<file path="src/rtl/add_pipe_if.sv">
// Operand/result handshake bundle for add_pipe.
// The slave modport is the adder side, the master modport is the producer/consumer side.
interface add_pipe_if #(
  parameter int unsigned WIDTH = 16
) ();
  logic             in_valid;
  logic             in_ready;
  logic             mode;
  logic [WIDTH-1:0] a;
  logic [WIDTH-1:0] b;
  logic             cin;
  logic             out_valid;
  logic             out_ready;
  logic [WIDTH-1:0] sum;
  logic             cout;
  logic             ovf;

  modport slave (
    input  in_valid, mode, a, b, cin, out_ready,
    output in_ready, out_valid, sum, cout, ovf
  );

  modport master (
    output in_valid, mode, a, b, cin, out_ready,
    input  in_ready, out_valid, sum, cout, ovf
  );
endinterface

</file>
<file path="src/rtl/add_pipe.sv">
// Pipelined WIDTH-bit adder/subtractor: the carry chain is resolved WIDTH/STAGES bits per stage,
// with valid bits travelling alongside the data and a single global advance for backpressure.
module add_pipe #(
  parameter int unsigned WIDTH  = 16,
  parameter int unsigned STAGES = 4
) (
  input  logic       clk,
  input  logic       rst_n,
  add_pipe_if.slave  bus
);
  localparam int unsigned C = WIDTH / STAGES;

  typedef logic [WIDTH-1:0] word_t;

  logic  v_q     [STAGES];
  logic  v_d     [STAGES];
  word_t a_q     [STAGES];
  word_t a_d     [STAGES];
  word_t b_q     [STAGES];
  word_t b_d     [STAGES];
  word_t sum_q   [STAGES];
  word_t sum_d   [STAGES];
  logic  carry_q [STAGES];
  logic  carry_d [STAGES];
  logic  ovf_q;
  logic  ovf_d;

  word_t      a_src   [STAGES];
  word_t      b_src   [STAGES];
  word_t      s_src   [STAGES];
  logic       c_src   [STAGES];
  logic [C:0] chunk_c [STAGES];
  word_t      sum_nxt [STAGES];
  logic       advance_c;

  assign advance_c     = bus.out_ready || !v_q[STAGES-1];
  assign bus.in_ready  = advance_c;
  assign bus.out_valid = v_q[STAGES-1];
  assign bus.sum       = sum_q[STAGES-1];
  assign bus.cout      = carry_q[STAGES-1];
  assign bus.ovf       = ovf_q;

  // Per-stage operands: stage 0 sees the live inputs, later stages see the previous register.
  always_comb begin
    a_src[0] = bus.a;
    b_src[0] = bus.mode ? ~bus.b : bus.b;
    c_src[0] = bus.mode | bus.cin;
    s_src[0] = '0;
    for (int k = 1; k < int'(STAGES); k++) begin
      a_src[k] = a_q[k-1];
      b_src[k] = b_q[k-1];
      c_src[k] = carry_q[k-1];
      s_src[k] = sum_q[k-1];
    end
    for (int k = 0; k < int'(STAGES); k++) begin
      chunk_c[k] = {1'b0, a_src[k][k*C +: C]} + {1'b0, b_src[k][k*C +: C]}
                 + (C+1)'(c_src[k]);
      sum_nxt[k] = s_src[k];
      sum_nxt[k][k*C +: C] = chunk_c[k][C-1:0];
    end
  end

  // Next state: everything holds unless the whole pipe advances.
  always_comb begin
    v_d     = v_q;
    a_d     = a_q;
    b_d     = b_q;
    sum_d   = sum_q;
    carry_d = carry_q;
    ovf_d   = ovf_q;
    if (advance_c) begin
      v_d[0] = bus.in_valid;
      for (int k = 1; k < int'(STAGES); k++) begin
        v_d[k] = v_q[k-1];
      end
      for (int k = 0; k < int'(STAGES); k++) begin
        a_d[k]     = a_src[k];
        b_d[k]     = b_src[k];
        carry_d[k] = chunk_c[k][C];
        sum_d[k]   = sum_nxt[k];
      end
      ovf_d = (a_src[STAGES-1][WIDTH-1] == b_src[STAGES-1][WIDTH-1])
           && (sum_nxt[STAGES-1][WIDTH-1] != a_src[STAGES-1][WIDTH-1]);
    end
  end

  always_ff @(posedge clk or negedge rst_n) begin
    if (!rst_n) begin
      v_q     <= '{default: 1'b0};
      a_q     <= '{default: '0};
      b_q     <= '{default: '0};
      sum_q   <= '{default: '0};
      carry_q <= '{default: 1'b0};
      ovf_q   <= 1'b0;
    end else begin
      v_q     <= v_d;
      a_q     <= a_d;
      b_q     <= b_d;
      sum_q   <= sum_d;
      carry_q <= carry_d;
      ovf_q   <= ovf_d;
    end
  end
endmodule
</file>
<file path="src/flat_wrapper.sv">
// flat-port wrapper written by rule: the top's interface ports become plain ports
module add_pipe_flat 
#(
  parameter int unsigned WIDTH  = 16,
  parameter int unsigned STAGES = 4
)
  (clk, rst_n, bus_in_valid, bus_mode, bus_a, bus_b, bus_cin, bus_out_ready, bus_in_ready, bus_out_valid, bus_sum, bus_cout, bus_ovf);
  add_pipe_if #(.WIDTH(WIDTH)) bus_i ();
  input  logic clk;
  input  logic rst_n;
  input wire logic [$bits(bus_i.in_valid)-1:0] bus_in_valid;
  input wire logic [$bits(bus_i.mode)-1:0] bus_mode;
  input wire logic [$bits(bus_i.a)-1:0] bus_a;
  input wire logic [$bits(bus_i.b)-1:0] bus_b;
  input wire logic [$bits(bus_i.cin)-1:0] bus_cin;
  input wire logic [$bits(bus_i.out_ready)-1:0] bus_out_ready;
  output wire logic [$bits(bus_i.in_ready)-1:0] bus_in_ready;
  output wire logic [$bits(bus_i.out_valid)-1:0] bus_out_valid;
  output wire logic [$bits(bus_i.sum)-1:0] bus_sum;
  output wire logic [$bits(bus_i.cout)-1:0] bus_cout;
  output wire logic [$bits(bus_i.ovf)-1:0] bus_ovf;
  assign bus_i.in_valid = bus_in_valid;
  assign bus_i.mode = bus_mode;
  assign bus_i.a = bus_a;
  assign bus_i.b = bus_b;
  assign bus_i.cin = bus_cin;
  assign bus_i.out_ready = bus_out_ready;
  assign bus_in_ready = bus_i.in_ready;
  assign bus_out_valid = bus_i.out_valid;
  assign bus_sum = bus_i.sum;
  assign bus_cout = bus_i.cout;
  assign bus_ovf = bus_i.ovf;
  add_pipe #(.WIDTH(WIDTH), .STAGES(STAGES)) u_core (.clk(clk), .rst_n(rst_n), .bus(bus_i));
endmodule
</file>
<file path="config.mk">
export PLATFORM = sky130hd
export DESIGN_NAME = add_pipe_flat
export DESIGN_NICKNAME = d
export VERILOG_FILES = /design/src/rtl/add_pipe_if.sv /design/src/rtl/add_pipe.sv /design/src/flat_wrapper.sv
export SDC_FILE = /design/constraint.sdc
export NUM_CORES = 1
export LEC_CHECK = 0
export ABC_AREA = 1
export ABC_CLOCK_PERIOD_IN_PS = 4700
export CAP_MARGIN = 10
export CORE_UTILIZATION = 40
export DETAILED_ROUTE_END_ITERATION = 7
export GPL_TIMING_DRIVEN = 0
export PLACE_DENSITY_LB_ADDON = 0.05
export SETUP_SLACK_MARGIN = 0.15
export SYNTH_ARGS = -nofsm -noshare
export SYNTH_HDL_FRONTEND = slang
export SYNTH_SLANG_ARGS = --single-unit
</file>
<file path="constraint.sdc">
create_clock -name clk -period 4.7 [get_ports clk]
set_clock_uncertainty 0.1 [all_clocks]
set_input_delay 0.47 -clock clk [delete_from_list [all_inputs] [get_ports clk]]
set_output_delay 0.47 -clock clk [all_outputs]
set_load 0.05 [all_outputs]
</file>
==> impl_metrics.json, run 1 <==
{
  "status": "finished clean",
  "drt-vias-per-instance": 4.57,
  "grt_first_pass_wirelength_um": 15600,
  "grtUsageTotal": 0.182,
  "clock_latency_ps": 360,
  "place_area_sq_mm": 0.00510,
  "clock_power_share": 0.160,
  "multi_input_area_sq_mm": 0.00166,
  "combPwrFrac": 0.433,
  "path_max_fanout": 10,
  "synth_top_cell_area_share": 0.559,
  "area_growth_pct": 22.4,
  "seq_area_sq_mm": 0.00243,
  "p_sw_uw": 1460,
  "wl_per_cell_um": 13.4,
  "seq_power_share": 0.407,
  "timing.hold.ws_ps": 367,
  "cts_sinks": 97,
  "final_nets": 611,
  "report.final.setup_viol": 0,
  "hold_viol_final": 0,
  "p_int_uw": 2020,
  "synth_area_sq_mm": 0.00434,
  "async_flop_share": 1.00,
  "yosysTopAreaCell": "dfrtp_1",
  "synth_cells": 484,
  "clk_path_buf_depth": 2,
  "start_util": 0.417,
  "fmax_ghz": 0.345,
  "cts_tree": "done",
  "fin_crit_ps": 2900,
  "synth_warnings": 0,
  "grt_pass1_vias": 3089,
  "cap_violations": 0,
  "die_h_um": 106,
  "yosysMostFrequentCell": "nand2_1",
  "die-area_sq_mm": 0.0113,
  "io_pins": 58,
  "synth_ff_type": "dfrtp_1",
  "tightest_slew_ps": 500,
  "htree_levels": 3,
  "drive_gt1_frac": 0.0699,
  "required_ps": 4130,
  "cts_inserted_buffers": 9,
  "arrival_ps": 2330,
  "maxSlewHeadroom": 0.666,
  "antenna_found_initial": 0,
  "fin_total_pwr_uw": 3480,
  "worst_setup_path_start_kind": "input port",
  "ys_ff_latch": 97,
  "fin_area_sq_mm": 0.00532,
  "drc": 0,
  "antenna_left": 0,
  "ys_top_cells_by_area": "dfrtp_1 (56%), nand2_1 (18%), o21ai_0 (4.7%), fa_1 (3.7%), ha_1 (3.5%)",
  "vdd_ir_drop_max_uv": 298,
  "ys_top_cells_by_count": "nand2_1 (212), dfrtp_1 (97), o21ai_0 (41)",
  "wl_um": 9310,
  "gp_congestion": 0.800,
  "drtIter0Drc": 131,
  "core_area_sq_mm": 0.0104,
  "overflow": 0,
  "fin_crit_sh": 0.616,
  "n_fill_cell": 1004,
  "maxSlewViolCount": 0,
  "antenna_cells": 0,
  "p_sw_frac": 0.419,
  "synth_cell_types": 19,
  "end_kind": "output port",
  "rows": 37,
  "synth_area_per_cell_sq_um": 8.98,
  "vias": 3170,
  "cts_root_buf": "clkbuf_8",
  "synth-edff-count": 0,
  "cts.reportedPaths.clkPinSlew_ps": 100,
  "rsz0062_at_grt": "false",
  "hpwlAfterDp_um": 6600,
  "p_leak_uw": 0.00264,
  "syn_nets": 542,
  "yosysSeqAreaShare": 0.559,
  "grt_max_degree": 72,
  "min_path_type": "reg -> reg",
  "first_pass_iters": 4,
  "critical_path_class": "in -> out",
  "place.port_buffers": 56,
  "die_width_um": 106,
  "power_density_mw_per_mm2": 655
}
stage by stage:
step	instances	utilization	setup TNS, ps	worst slack (ps)
2_1_floorplan	484	-	0	2470
3_3_place_gp	676	0.487	-55910	-584
3_5_place_dp	677	0.490	0	1780
4_1_cts	694	0.510	0	1770
5_1_grt	694	0.510	0	1720
6_report	694	0.510	0	1800
worst paths after layout:
check,startpoint,to,slack (ps),depth (start not counted)
worst max-delay path,bus_out_ready,bus_in_ready,1800,5
worst min-delay path,u_core.v_q[1]$_DFFE_PN0P_,u_core.bus.out_valid$_DFFE_PN0P_,370,1
worst max register to register,u_core.c_src[1]$_DFFE_PN0P_,u_core.c_src[0]$_DFFE_PN0P_,2820,6
worst min register to register,u_core.v_q[1]$_DFFE_PN0P_,u_core.bus.out_valid$_DFFE_PN0P_,370,1
max in group asynchronous,rst_n,u_core.s_src[22]$_DFFE_PN0P_,3350,3
min in group asynchronous,rst_n,u_core.bus.sum[0]$_DFFE_PN0P_,460,2
what timing repair did:
| action | in CTS | in global routing |
|---|---|---|
| hold endpoints to repair | 26 | 0 |
| hold buffers | 1 | 0 |
| resized for setup | 0 | 0 |
| setup buffers | 0 | 0 |
placed cells by master, fill, tap and decap left out, types with 2 or more instances in the layout:
cell type,count
clkinv_4,2
buf_4,9
a21oi_1,7
inv_1,33
clkdlybuf4s50_1,55
nand3_1,19
buf_2,9
nand2_1,212
xnor2_1,13
ha_1,12
xor2_1,3
clkbuf_8,10
o21ai_0,41
fa_1,8
clkbuf_1,5
dfrtp_1,97
nor2_1,12
or2_2,2
state kept, by name, summed over array words and instances, names as in the netlist:
name,cells
u_core.a_q,24
u_core.b_q,24
u_core.s_src,24
u_core.bus.sum,16
u_core.c_src,3
u_core.v_q,3
u_core.bus.cout,1
u_core.bus.out_valid,1
u_core.bus.ovf,1
metal layers:
layer | vias to the layer above | GRT usage | part of all wire
li1 | 1634 | - | -
met1 | 1450 | 0.264 | 0.49
met2 | 73 | 0.271 | 0.43
met3 | 13 | 0.0405 | 0.055
met4 | 0 | 0.0565 | 0.017
met5 | - | 0 | 0
critical path, stage by stage:
cell and delay (ps):
clkdlybuf4s50_1 530, nor2_4 70, inv_2 110, buf_2 280
clkdlybuf4s50_1 850
final cells by class:
class	count	area share
Sequential cell	97	0.457
Multi-Input combinational cell	331	0.312
Timing Repair Buffer	58	0.112
Tap cell	136	0.0320
Clock buffer	11	0.0266
Buffer	22	0.0247
Inverter	34	0.0240
Clock inverter	5	0.0120
power by group through the flow:
stage	registers, uW	logic (uW)	clock network, uW
final	1420	1510	556
after global routing	1470	1700	610
after CTS	1420	1520	572
after detailed placement	1440	1510	0
after global placement	1430	1480	0
after floorplan	1650	779	0
logic make-up (layout without fill, tap and decap cells):
| logic type | Yosys count | after routing | share of synthesized area |
|---|---|---|---|
| fa+ha+maj | 20 | 20 | 0.0714 |
| simple gates | 246 | 246 | 0.221 |
| flops | 97 | 97 | 0.559 |
| compound gates | 49 | 49 | 0.0570 |
| xor+xnor | 16 | 16 | 0.0323 |
| buf+inv | 56 | 130 | 0.0596 |
No activity file was read; power rests on OpenSTA's default activity.
==> inputs of run 2 (changes only) <==
--- a/config.mk
+++ b/config.mk
@@ -6,7 +6,7 @@
 export NUM_CORES = 1
 export LEC_CHECK = 0
 export ABC_AREA = 1
-export ABC_CLOCK_PERIOD_IN_PS = 4700
+export ABC_CLOCK_PERIOD_IN_PS = 3000
 export CAP_MARGIN = 10
 export CORE_UTILIZATION = 40
 export DETAILED_ROUTE_END_ITERATION = 7
==> constraint.sdc (replaced) <==
create_clock -name clk -period 3 [get_ports clk]
set_clock_uncertainty 0.1 [all_clocks]
set_input_delay 0.3 -clock clk [delete_from_list [all_inputs] [get_ports clk]]
set_output_delay 0.3 -clock clk [all_outputs]
set_load 0.05 [all_outputs]
==> results of run 2 <==
The final DEF is identical to that of run 1. Status: finished clean.
Main changes from that run: setup slack after placement 1780 ps -> 420 ps; setup slack after layout 1800 ps -> 409 ps; hold slack 367 ps -> 238 ps; start point of the critical path bus_out_ready -> u_core.bus.out_valid$_DFFE_PN0P_; register-to-register setup slack 2820 ps -> 1120 ps; end point of the worst hold path u_core.bus.out_valid$_DFFE_PN0P_ -> u_core.b_q[55]$_DFFE_PN0P_; total power 3480 uW -> 5450 uW; worst IR drop on VDD 298 uV -> 468 uV
==> inputs of run 3 (changes only) <==
--- a/config.mk
+++ b/config.mk
@@ -12,7 +12,7 @@
 export DETAILED_ROUTE_END_ITERATION = 7
 export GPL_TIMING_DRIVEN = 0
 export PLACE_DENSITY_LB_ADDON = 0.05
-export SETUP_SLACK_MARGIN = 0.15
+export SETUP_SLACK_MARGIN = 0.2
 export SYNTH_ARGS = -nofsm -noshare
 export SYNTH_HDL_FRONTEND = slang
 export SYNTH_SLANG_ARGS = --single-unit
==> results of run 3 <==
The final DEF is identical to that of run 1. Status: finished clean.
Main changes from that run: setup slack after placement 1780 ps -> 420 ps; setup slack after layout 1800 ps -> 409 ps; hold slack 367 ps -> 238 ps; start point of the critical path bus_out_ready -> u_core.bus.out_valid$_DFFE_PN0P_; register-to-register setup slack 2820 ps -> 1120 ps; end point of the worst hold path u_core.bus.out_valid$_DFFE_PN0P_ -> u_core.b_q[55]$_DFFE_PN0P_; total power 3480 uW -> 5450 uW; worst IR drop on VDD 298 uV -> 468 uV
